==> src/rtl/hazard_ctrl.sv <==
// Hazard sequencer for the non-forwarding 5-stage RV32I pipeline: RAW stall counter plus redirect squash.
// Optional HAZARD_PERF_CNT_EN adds stall/flush event counters.
module hazard_ctrl #(
   parameter int unsigned REG_BYPASS = 1,
   parameter int unsigned CNT_W      = 2
) (
   input  logic       clk_i,
   input  logic       rst_i,
   input  logic [4:0] id_rs1_addr_i,
   input  logic [4:0] id_rs2_addr_i,
   input  logic       id_rs1_used_i,
   input  logic       id_rs2_used_i,
   input  logic [4:0] ex_rd_addr_i,
   input  logic       ex_rd_wren_i,
   input  logic [4:0] mem_rd_addr_i,
   input  logic       mem_rd_wren_i,
   input  logic [4:0] wb_rd_addr_i,
   input  logic       wb_rd_wren_i,
   input  logic       ex_redirect_i,
   output logic       pc_en_o,
   output logic       if_id_en_o,
   output logic       if_id_flush_o,
   output logic       id_ex_en_o,
   output logic       id_ex_flush_o,
   output logic       stall_o
`ifdef HAZARD_PERF_CNT_EN
   ,
   output logic [31:0] stall_cnt_o,
   output logic [31:0] flush_cnt_o
`endif
);

   localparam int unsigned N_EX  = 3 - REG_BYPASS;
   localparam int unsigned N_MEM = 2 - REG_BYPASS;
   localparam int unsigned N_WB  = 1 - REG_BYPASS;

   typedef enum logic {RUN, STALL} state_e;

   state_e             state_q, state_d;
   logic [CNT_W-1:0]   cnt_q, cnt_d;
   logic [CNT_W-1:0]   need_n;

   function automatic logic src_match(input logic used, input logic [4:0] src,
                                      input logic wren, input logic [4:0] rd);
      return used && (src != 5'd0) && wren && (src == rd);
   endfunction

   // Required stall length; later producers checked last so the longest requirement wins.
   always_comb begin
      need_n = '0;
      if (src_match(id_rs1_used_i, id_rs1_addr_i, wb_rd_wren_i, wb_rd_addr_i) ||
          src_match(id_rs2_used_i, id_rs2_addr_i, wb_rd_wren_i, wb_rd_addr_i))
         need_n = CNT_W'(N_WB);
      if (src_match(id_rs1_used_i, id_rs1_addr_i, mem_rd_wren_i, mem_rd_addr_i) ||
          src_match(id_rs2_used_i, id_rs2_addr_i, mem_rd_wren_i, mem_rd_addr_i))
         need_n = CNT_W'(N_MEM);
      if (src_match(id_rs1_used_i, id_rs1_addr_i, ex_rd_wren_i, ex_rd_addr_i) ||
          src_match(id_rs2_used_i, id_rs2_addr_i, ex_rd_wren_i, ex_rd_addr_i))
         need_n = CNT_W'(N_EX);
   end

   always_ff @(posedge clk_i or posedge rst_i) begin
      if (rst_i) begin
         state_q <= RUN;
         cnt_q   <= '0;
      end else begin
         state_q <= state_d;
         cnt_q   <= cnt_d;
      end
   end

   // Redirect overrides everything; a held consumer behind it is wrong-path anyway.
   always_comb begin
      state_d       = state_q;
      cnt_d         = cnt_q;
      pc_en_o       = 1'b1;
      if_id_en_o    = 1'b1;
      if_id_flush_o = 1'b0;
      id_ex_en_o    = 1'b1;
      id_ex_flush_o = 1'b0;
      stall_o       = 1'b0;
      if (!rst_i) begin
         if (ex_redirect_i) begin
            if_id_flush_o = 1'b1;
            id_ex_flush_o = 1'b1;
            cnt_d         = '0;
            state_d       = RUN;
         end else begin
            unique case (state_q)
               RUN: begin
                  if (need_n != '0) begin
                     stall_o       = 1'b1;
                     pc_en_o       = 1'b0;
                     if_id_en_o    = 1'b0;
                     id_ex_flush_o = 1'b1;
                     cnt_d         = need_n - CNT_W'(1);
                     state_d       = (need_n == CNT_W'(1)) ? RUN : STALL;
                  end
               end
               STALL: begin
                  stall_o       = 1'b1;
                  pc_en_o       = 1'b0;
                  if_id_en_o    = 1'b0;
                  id_ex_flush_o = 1'b1;
                  cnt_d         = cnt_q - CNT_W'(1);
                  state_d       = (cnt_q <= CNT_W'(1)) ? RUN : STALL;
               end
               default: state_d = RUN;
            endcase
         end
      end
   end

`ifdef HAZARD_PERF_CNT_EN
   logic [31:0] stall_cnt_q, flush_cnt_q;

   always_ff @(posedge clk_i or posedge rst_i) begin
      if (rst_i) begin
         stall_cnt_q <= '0;
         flush_cnt_q <= '0;
      end else begin
         if (stall_o)       stall_cnt_q <= stall_cnt_q + 32'd1;
         if (ex_redirect_i) flush_cnt_q <= flush_cnt_q + 32'd1;
      end
   end

   assign stall_cnt_o = stall_cnt_q;
   assign flush_cnt_o = flush_cnt_q;
`endif

endmodule

==> config.mk <==
export PLATFORM = sky130hd
export DESIGN_NAME = hazard_ctrl
export DESIGN_NICKNAME = d
export VERILOG_FILES = /design/src/rtl/hazard_ctrl.sv
export SDC_FILE = /design/constraint.sdc
export NUM_CORES = 1
export LEC_CHECK = 0
export BUFFER_PORTS_ARGS = -buffer_cell sky130_fd_sc_hd__buf_2
export CAP_MARGIN = 30
export CORE_MARGIN = 1
export CORE_UTILIZATION = 38
export DETAILED_ROUTE_END_ITERATION = 16
export PLACE_DENSITY = 0.75
export SLEW_MARGIN = 20
export SYNTH_ARGS = -nofsm -noshare
export SYNTH_HDL_FRONTEND = slang
export SYNTH_SLANG_ARGS = --single-unit
==> constraint.sdc <==
create_clock -name clk_i -period 1.8 [get_ports clk_i]
set_input_delay 0.09 -clock clk_i [delete_from_list [all_inputs] [get_ports clk_i]]
set_output_delay 0.09 -clock clk_i [all_outputs]
set_load 0.01 [all_outputs]
======== After elaboration in Yosys (flattened, before gate mapping) ========
Cells that the tools add are included.
cells by class
  eq/ne operators ......................... 6
  mux-type cells .......................... 22
  magnitude comparators ................... 1
  reductions and logical operators ........ 16
  bitwise operators ....................... 2
  $add $sub $neg .......................... 2
operator list
  cell                                                  number
  equality test 5 bit                                   4
  2-to-1 mux 1 bit                                      15
  logical AND 1 bit                                     10
  nonzero test 5 bit                                    2
  2-to-1 mux 2 bit                                      3
  case mux 1 bit (2 select lines)                       3
  case mux 2 bit (2 select lines)                       1
  subtractor 2 x 1 -> 2 bit (second input constant)     2
  != test 3 bit (second input constant)                 1
  equality test 2 x 1 -> 1 bit (second input constant)  1
  <= comparator 2 x 1 -> 1 bit (second input constant)  1
  logical OR 1 bit                                      2
  NOT 1 bit                                             2
  AND reduction 2 bit                                   1
  nonzero test 2 bit                                    1
storage, ports and cells
  output and inout bits ................... 6
  flip-flop bits (word level) ............. 3

======== Depth between registers and ports, before layout ========
Gate-level depths: netlist of the first run.
  depth after elaboration ................. 12
  depth in mapped cells ................... 7

======== Least setup slack after synthesis of the first run ========
Ideal clock, no wire load.
  path kind ............................... in2out
  start ................................... input port id_rs2_addr_i[0]
  end ..................................... output port pc_en_o
  required time ........................... 1710 ps
  stages on the path ...................... 6
  data arrival time ....................... 1365 ps
  setup slack ............................. 345 ps
  path buffers ............................ 1
  cell sequence ........................... or4_1 o21a_1 a41oi_2 nand3_2 nand2_1 buf_4
on the way
  longest elaborated chain between the ends .. 12
  elaborated cells between the ends (all ways) .. 17
  those cells by class .................... eq/ne (2); mux (6); reduce/logical (9)
RTL lines
  what                                 line  source
  start: declaration                   10    input logic [4:0] id_rs2_addr_i,
  nonzero test 5 bit                   45    return used && (src != 5'd0) && wren && (src == rd);
  logical AND 1 bit (3 in a row)       45
  logical OR 1 bit                     54    if (src_match(id_rs1_used_i, id_rs1_addr_i, mem_rd_wren_i, mem_rd_addr_i) ||
  2-to-1 mux 1 bit                     54
  2-to-1 mux 2 bit (*)                 57    if (src_match(id_rs1_used_i, id_rs1_addr_i, ex_rd_wren_i, ex_rd_addr_i) ||
  nonzero test 2 bit (*)               91    if (need_n != '0) begin
  2-to-1 mux 1 bit (*)                 n/a
  case mux 1 bit (2 select lines) (*)  n/a
  2-to-1 mux 1 bit (*) (2 in a row)    n/a
  end: declaration                     20    output logic pc_en_o,
Mark *: on every way between the ends. The rest lies on a longest branch, timed or not.

======== Worst setup path after layout of the first run ========
  start ................................... input port id_rs2_addr_i[0]
  end ..................................... output port id_ex_flush_o
on the way
  longest elaborated chain between the ends .. 12
  elaborated cells between the ends (all ways) .. 17
  those cells by class .................... eq/ne (2); mux (6); reduce/logical (9)
RTL lines
  what                                 line  source
  nonzero test 5 bit                   45
  logical AND 1 bit (3 in a row)       45
  logical OR 1 bit                     54
  2-to-1 mux 1 bit                     54
  2-to-1 mux 2 bit (*)                 57
  nonzero test 2 bit (*)               91
  2-to-1 mux 1 bit (*)                 91
  case mux 1 bit (2 select lines) (*)  89    unique case (state_q)
  2-to-1 mux 1 bit (*)                 83    if (ex_redirect_i) begin
  2-to-1 mux 1 bit (*)                 82    if (!rst_i) begin
  end: declaration                     24    output logic id_ex_flush_o,
Marks and branches as above.

==> impl_metrics.tcl, run 1 <==
set metrics [dict create \
    status "finished, final reports clean" \
    crit_family "simple AND/OR/NAND/NOR gates" \
    cpPeakStageDelay_ns 0.54 \
    htreeDepth 1 \
    rsz0062_at_grt "no" \
    setup_violations 0 \
    report.final.slew_viol_count 0 \
    ios 39 \
    cts_tree "yes" \
    grtUsageMet1_pct 25.8 \
    first_iter_violations 11 \
    place.detailed.hpwl_um 1050 \
    drive_above_1_share_pct 40.0 \
    wire_per_inst_um 11.3 \
    stdcell_count 109 \
    ant_nets 0 \
    period_minus_slack_ns 1.71 \
    die-height_um 38.1 \
    hp-class "in2reg" \
    syn_inst 61 \
    path_max_fanout 5 \
    synth_fp_nets 94 \
    nNetsFinal 129 \
    grtUsageTotal_pct 19.5 \
    root_buffer "clkbuf_4" \
    yosys_warnings 0 \
    numCtsBuffers 3 \
    area.growth.synth_to_final_pct 39.2 \
    min_period_over_period_pct 95.2 \
    cp.required_ns 1.71 \
    use_met2_pct 30.9 \
    portBuffers 31 \
    grt_busiest_layer "met2" \
    grt_max_degree 8 \
    grt_pass1_wl_um 1970 \
    place_inst 104 \
    drt-vias-per-instance 4.97 \
    path_buf_inv 2 \
    seqCellArea_um2 75.1 \
    cts_sinks 3 \
    antenna_found_initial 0 \
    ir_drop_mv 0.350 \
    drcViolationCount 0 \
    grt_pass1_vias 490 \
    synth_area_per_cell_um2 8.10 \
    timing.fmax_mhz 583 \
    maxCapViolations 0 \
    clock_skew_ns 0.00463 \
    firstDrtPassIters 4 \
    cp-end-kind "primary output" \
    wirelength_um 1230 \
    via_count 542 \
    n_antenna_cell 0 \
    clock_path_buffers 2 \
    crit_path_start_kind "primary input" \
    start_util_pct 42.7 \
    insertion_delay_ns 0.23 \
    whs_ns 0.153 \
    p_leak_nw 0.323 \
    tns_ns 0 \
    fin_util_pct 59.5 \
    cp_slowest_cell "or4_1" \
    power.density_nw_per_um2 484 \
    die_area_um2 1450 \
    synth.distinct_cells 26 \
    grt.overflow.total 0 \
    critPathKind "in2out" \
    die_x_um 38.1 \
    fill_cells 111 \
    path_cells "buf_2, or4_1, o21a_1, a41oi_2, nand3_2, o21a_1, buf_2" \
    synth_seq_cells 3 \
    clk_pin_slew_ns 0.03 \
    gp_congestion 0.898 \
    rows 12 \
    syn_area_um2 494 \
    hold_viol 0 \
    synth.yosys.seq_area_share_pct 15.2 \
    multiInputGateArea_um2 397 \
    gr-usage-met3_pct 4.07 \
    design.core.area_um2 1160 \
    cp.arrival_ns 1.62 \
]
==> placed cells by master (no fill, tap or decap), types with 3 or more instances in the layout <==
cell type / netlist / final
a21oi_1: 3 / 3
clkbuf_4: 0 / 3
buf_2: 0 / 31
o21ai_1: 3 / 3
xor2_1: 16 / 16
nand2_1: 4 / 4
dfrtp_1: 3 / 3
xnor2_1: 4 / 4
nor4_1: 4 / 4
==> kinds of logic after synthesis <==
family                    synth area share, %
and+or+nand+nor                          23.5
other                                   0.759
AOI/OAI and AO/OA                        20.5
buffers and inverters                    4.56
xor gates and xnor gates                 35.4
DFF                                      15.2
==> state kept, by name (all words and copies together), names as in the netlist <==
name and flops:
cnt_q 2, state_q 1
==> path summary, 6_finish.rpt <==
kind / end / slack (ns) / start / depth (start not counted)
setup / recovery: id_ex_flush_o / 0.09 / id_rs2_addr_i[0] / 7
hold / removal: cnt_q[1] / 0.15 / ex_redirect_i / 2
setup reg to reg: cnt_q[0] / 0.65 / state_q / 4
hold reg to reg: cnt_q[1] / 0.57 / cnt_q[1] / 2
max in group asynchronous: cnt_q[1] / 1.29 / rst_i / 3
min in group asynchronous: state_q / 0.36 / rst_i / 3
==> synthesized netlist by cell type <==
master | number | area share, %
o21ai_1 | 3 | 3.0
o21a_1 | 2 | 3.0
buf_4 | 2 | 3.0
nand3_1 | 2 | 2.0
dfrtp_1 | 3 | 15
a32oi_1 | 1 | 1.8
a21oi_1 | 3 | 3.0
nor2_1 | 1 | 0.76
inv_1 | 2 | 1.5
nand2_1 | 4 | 3.0
a41oi_2 | 1 | 3.3
nor2b_1 | 1 | 1.3
a21boi_2 | 1 | 2.3
conb_1 | 1 | 0.76
xor2_1 | 16 | 28
o31ai_2 | 1 | 2.5
xnor2_1 | 4 | 7.1
nand3_2 | 1 | 2.0
nand2b_1 | 1 | 1.3
nor3b_1 | 1 | 1.5
and2_1 | 1 | 1.3
a21o_1 | 1 | 1.5
nor3_1 | 1 | 1.0
nor4_1 | 4 | 5.1
or4_1 | 2 | 3.0
nand4_1 | 1 | 1.3
==> through the flow <==
stage                     power, W  worst slack (ns)  instance area, um^2
after floorplan           0.000156             0.345                  494
after global placement    0.000213            0.0958                  652
after detailed placement  0.000217            0.0818                  652
after CTS                 0.000338            0.0801                  688
after global routing      0.000358           0.00610                  688
final                     0.000333            0.0859                  688
==> final cells by class <==
cell class	count	area share (%)
clock buffer	4	3.82
timing repair buffer	32	24.0
multi-input combinational	54	57.6
tap	14	2.55
sequential	3	10.9
inverter	2	1.09
==> power breakdown <==
part	internal [W]	switching, W
Sequential	0.0000774	0.0000109
Combinational	0.0000628	0.0000684
Clock	0.0000828	0.0000307
==> routing by layer <==
layer / wire (um) / vias up
met1: 567 / 239
met4: 0 / 0
li1: - / 284
met5: 0 / -
met2: 591 / 19
met3: 70 / 0
==> timing repair <==
| item | 4_1_cts | 5_1_grt |
|---|---|---|
| endpoints found under the hold margin | 3 | 0 |
| hold buffers | 1 | 0 |
| resized for setup | 0 | 0 |
| setup buffers | 0 | 0 |
Power figures use the tool's default switching activity.
==> inputs of run 2 (changes only) <==
- clock period: 1.8 -> 1.9 ns (I/O delays scaled with it)
==> impl_metrics.tcl, run 2 (same netlist as run 1, synthesis figures left out) <==
set metrics [dict create \
    grtUsageTotal_pct 17.9 \
    first_iter_violations 17 \
    cts_tree "yes" \
    stdcell_count 109 \
    cts_hold_buf 1 \
    period_minus_slack_ns 1.72 \
    root_buffer "clkbuf_4" \
    insertion_delay_ns 0.23 \
    clk_pin_slew_ns 0.03 \
    place_inst 104 \
    worst_r2r_path_depth 4 \
    cpPeakStageDelay_ns 0.54 \
    grt_pass1_wl_um 1800 \
    start_util_pct 42.7 \
    drcViolationCount 0 \
    final_cell_mix "buf_2 (31), xor2_1 (16), nand2_1 (4), nor4_1 (4), xnor2_1 (4)" \
    final_common_cell "buf_2" \
    numCtsBuffers 3 \
    power.density_nw_per_um2 459 \
    setup_violations 0 \
    htreeDepth 1 \
    cp.arrival_ns 1.63 \
    hold_viol 0 \
    crit_end "id_ex_flush_o" \
    postLayoutCellArea_um2 688 \
    report.final.slew_viol_count 0 \
    grt.overflow.total 0 \
    clock_path_buffers 2 \
    r2r_end "cnt_q[0]" \
    startpoint "id_rs2_addr_i[0]" \
    maxCapViolations 0 \
    tns_ns 0 \
    path_cells "buf_2, or4_1, o21a_1, a41oi_2, nand3_2, o21a_1, buf_2" \
    reg.largest.list "cnt_q (2), state_q (1)" \
    cp-end-kind "primary output" \
    n_antenna_cell 0 \
    largest_register_ffs 2 \
    hp-class "in2reg" \
    die_x_um 38.1 \
    path_max_fanout 5 \
    antenna_found_initial 0 \
    rsz0062_at_grt "no" \
    grt_max_degree 8 \
    dpl_cell_area_um2 652 \
    critPathKind "in2out" \
    cts_resized 0 \
    design.core.area_um2 1160 \
    place.detailed.hpwl_um 1060 \
    crit_path_start_kind "primary input" \
    post_cts_buffers 0 \
    ant_nets 0 \
    status "finished, final reports clean" \
    regMostFlops "cnt_q" \
    area.growth.synth_to_final_pct 39.2 \
    wirelength_um 1230 \
    r2r_slack_ns 0.75 \
    cts_sinks 3 \
    min_period_over_period_pct 90.6 \
    grt_pass1_vias 446 \
    die-height_um 38.1 \
    clock_skew_ns 0.00464 \
    nNetsFinal 129 \
    fin_total_pwr_w 0.000316 \
    whs_ns 0.159 \
    firstDrtPassIters 4 \
    drt-vias-per-instance 4.90 \
    via_count 534 \
    gp_congestion 0.898 \
    ir_drop_mv 0.344 \
    reg2reg_from "state_q" \
    timing.fmax_mhz 581 \
    portBuffers 31 \
    wire_per_inst_um 11.3 \
    drive_above_1_share_pct 40.0 \
    ios 39 \
    rows 12 \
    die_area_um2 1450 \
    p_leak_nw 0.323 \
    cp.required_ns 1.80 \
    cp_slowest_cell "or4_1" \
    fill_cells 110 \
]
==> run 2: power breakdown <==
group	switching [W]	total (W)	internal (W)
clock network	0.0000291	0.000108	0.0000784
registers	0.0000107	0.0000840	0.0000733
logic	0.0000651	0.000125	0.0000595
total	0.000105	0.000316	0.000211
==> run 2: worst min-delay path by stage <==
stage,startpoint,endpoint,depth (start not counted)
6_report,ex_redirect_i,cnt_q[1],2
4_1_cts,ex_redirect_i,cnt_q[1],2
3_5_place_dp,rst_i,state_q,2
2_1_floorplan,rst_i,cnt_q[0],1
3_3_place_gp,rst_i,cnt_q[1],2
5_1_grt,ex_redirect_i,cnt_q[1],2
==> run 2: cell type report <==
cell class	instances	area, um^2	share of cell area (%)
Sequential cell	3	75.1	10.9
Clock buffer	4	26.3	3.82
Inverter	2	7.51	1.09
Timing Repair Buffer	32	165	24.0
Tap cell	14	17.5	2.55
Multi-Input combinational cell	54	397	57.6
==> run 2: metal layers <==
metal | share of wire, % | track usage [%] | wire length (um) | vias up
li1 | - | - | - | 285
met1 | 46 | 23.7 | 564 | 230
met2 | 47 | 28.4 | 581 | 19
met3 | 6.8 | 3.49 | 83 | 0
met4 | 0 | 7.14 | 0 | 0
met5 | 0 | 0 | 0 | -
==> run 2: metrics by stage <==
stage	util, %	worst slack [ns]
floorplan	-	0.435
global placement	56.4	0.186
detailed placement	56.4	0.180
CTS	59.5	0.178
global route	59.5	0.107
finish	59.5	0.179
==> run 2: critical path: cells and delay by family <==
family | cells | cell delay [ns]
AOI/OAI and AO/OA | 3 | 0.59
buffers and inverters | 2 | 0.25
and+or+nand+nor | 2 | 0.69
==> inputs of run 3 (changes only) <==
- REMOVE_ABC_BUFFERS: not set -> 1
==> impl_metrics.tcl, run 3 (same netlist as run 1, synthesis figures left out) <==
set metrics [dict create \
    status "finished, final reports clean" \
    n_antenna_cell 0 \
    htreeDepth 1 \
    timing.fmax_mhz 582 \
    whs_ns 0.151 \
    final_cell_mix "buf_2 (31), xor2_1 (16), nand2_1 (4), nor4_1 (4), xnor2_1 (4)" \
    drt-vias-per-instance 5.01 \
    min_period_over_period_pct 90.5 \
    path_max_fanout 5 \
    maxCapViolations 0 \
    gp_congestion 0.906 \
    design.core.area_um2 1160 \
    crit_path_start_kind "primary input" \
    clock_skew_ns 0.00413 \
    largest_register_ffs 2 \
    tns_ns 0 \
    min_to "cnt_q[1]" \
    area.growth.synth_to_final_pct 39.2 \
    firstDrtPassIters 4 \
    setup_violations 0 \
    via_count 546 \
    die_x_um 38.1 \
    root_buffer "clkbuf_4" \
    ios 39 \
    cp-end-kind "primary output" \
    hp-class "in2reg" \
    wirelength_um 1290 \
    fin_total_pwr_w 0.000318 \
    cp.required_ns 1.80 \
    clk_pin_slew_ns 0.03 \
    grt_pass1_wl_um 2010 \
    regMostFlops "cnt_q" \
    start_util_pct 42.7 \
    drcViolationCount 0 \
    p_leak_nw 0.323 \
    place.detailed.hpwl_um 1100 \
    cp.arrival_ns 1.62 \
    final_common_cell "buf_2" \
    antenna_found_initial 0 \
    grtUsageTotal_pct 19.9 \
    numCtsBuffers 3 \
    grt.overflow.total 0 \
    die_area_um2 1450 \
    insertion_delay_ns 0.23 \
    post_cts_buffers 0 \
    holdPathStages 2 \
    period_minus_slack_ns 1.72 \
    drive_above_1_share_pct 40.0 \
    hold_viol 0 \
    report.final.slew_viol_count 0 \
    die-height_um 38.1 \
    r2r_slack_ns 0.74 \
    place_inst 104 \
    power.density_nw_per_um2 462 \
    fin_util_pct 59.5 \
    portBuffers 31 \
    ant_nets 0 \
    nNetsFinal 129 \
    worstHoldStart "ex_redirect_i" \
    worst_r2r_path_depth 4 \
    wire_per_inst_um 11.8 \
    cts_tree "yes" \
    first_iter_violations 10 \
    reg.largest.list "cnt_q (2), state_q (1)" \
    reg2reg_from "state_q" \
    rsz0062_at_grt "no" \
    cts_sinks 3 \
    ir_drop_mv 0.368 \
    clock_path_buffers 2 \
    grt_pass1_vias 474 \
    critPathKind "in2out" \
    r2r_end "cnt_q[0]" \
    rows 12 \
    stdcell_count 109 \
    grt_max_degree 8 \
]
[run 3: worst max path at each step]
stage | cells past startpoint | endpoint | start
floorplan | 6 | cnt_q[0] | id_rs2_addr_i[0]
global placement | 7 | id_ex_flush_o | id_rs2_addr_i[0]
detailed placement | 7 | id_ex_flush_o | id_rs2_addr_i[0]
CTS | 7 | id_ex_flush_o | id_rs2_addr_i[0]
global route | 7 | id_ex_flush_o | id_rs2_addr_i[0]
finish | 7 | id_ex_flush_o | id_rs2_addr_i[0]
[run 3: what timing repair did]
| action | in CTS | in global routing |
|---|---|---|
| endpoints found under the hold margin | 3 | 0 |
| hold buffers | 1 | 0 |
| gates resized for setup | 0 | 0 |
[run 3: layout make-up]
class                   instances  area [um^2]
clock buffers                   4         26.3
fillers                       115          468
inverters                       2         7.51
multi-input cells              54          397
flip-flops and latches          3         75.1
well taps                      14         17.5
repair buffers                 32          165
[run 3: power breakdown]
group / internal, W / leakage (nW) / switching [W] / total, W
registers: 0.0000733 / 0.0408 / 0.0000113 / 0.0000846
clock network: 0.0000785 / 0.0150 / 0.0000298 / 0.000108
logic: 0.0000594 / 0.267 / 0.0000654 / 0.000125
total: 0.000211 / 0.323 / 0.000107 / 0.000318
[run 3: stage by stage]
step / worst slack [ns] / area (um^2)
finish: 0.181 / 688
global route: 0.108 / 688
CTS: 0.185 / 688
detailed placement: 0.180 / 652
global placement: 0.188 / 652
floorplan: 0.474 / 479
[run 3: layer usage]
layer  vias up  share of wire (%)  wire [um]  track usage [%]
met5         -                  0          0                0
met4         0                  0          0             7.14
met3         0                4.0         51             2.33
met2        17                 49        633             33.1
met1       246                 47        605             26.1
li1        283                  -          -                -
[run 3: worst max-delay path: stages]
cell	delay [ns]
buf_2	0.12
or4_1	0.54
o21a_1	0.21
a41oi_2	0.19
nand3_2	0.15
o21a_1	0.19
buf_2	0.13
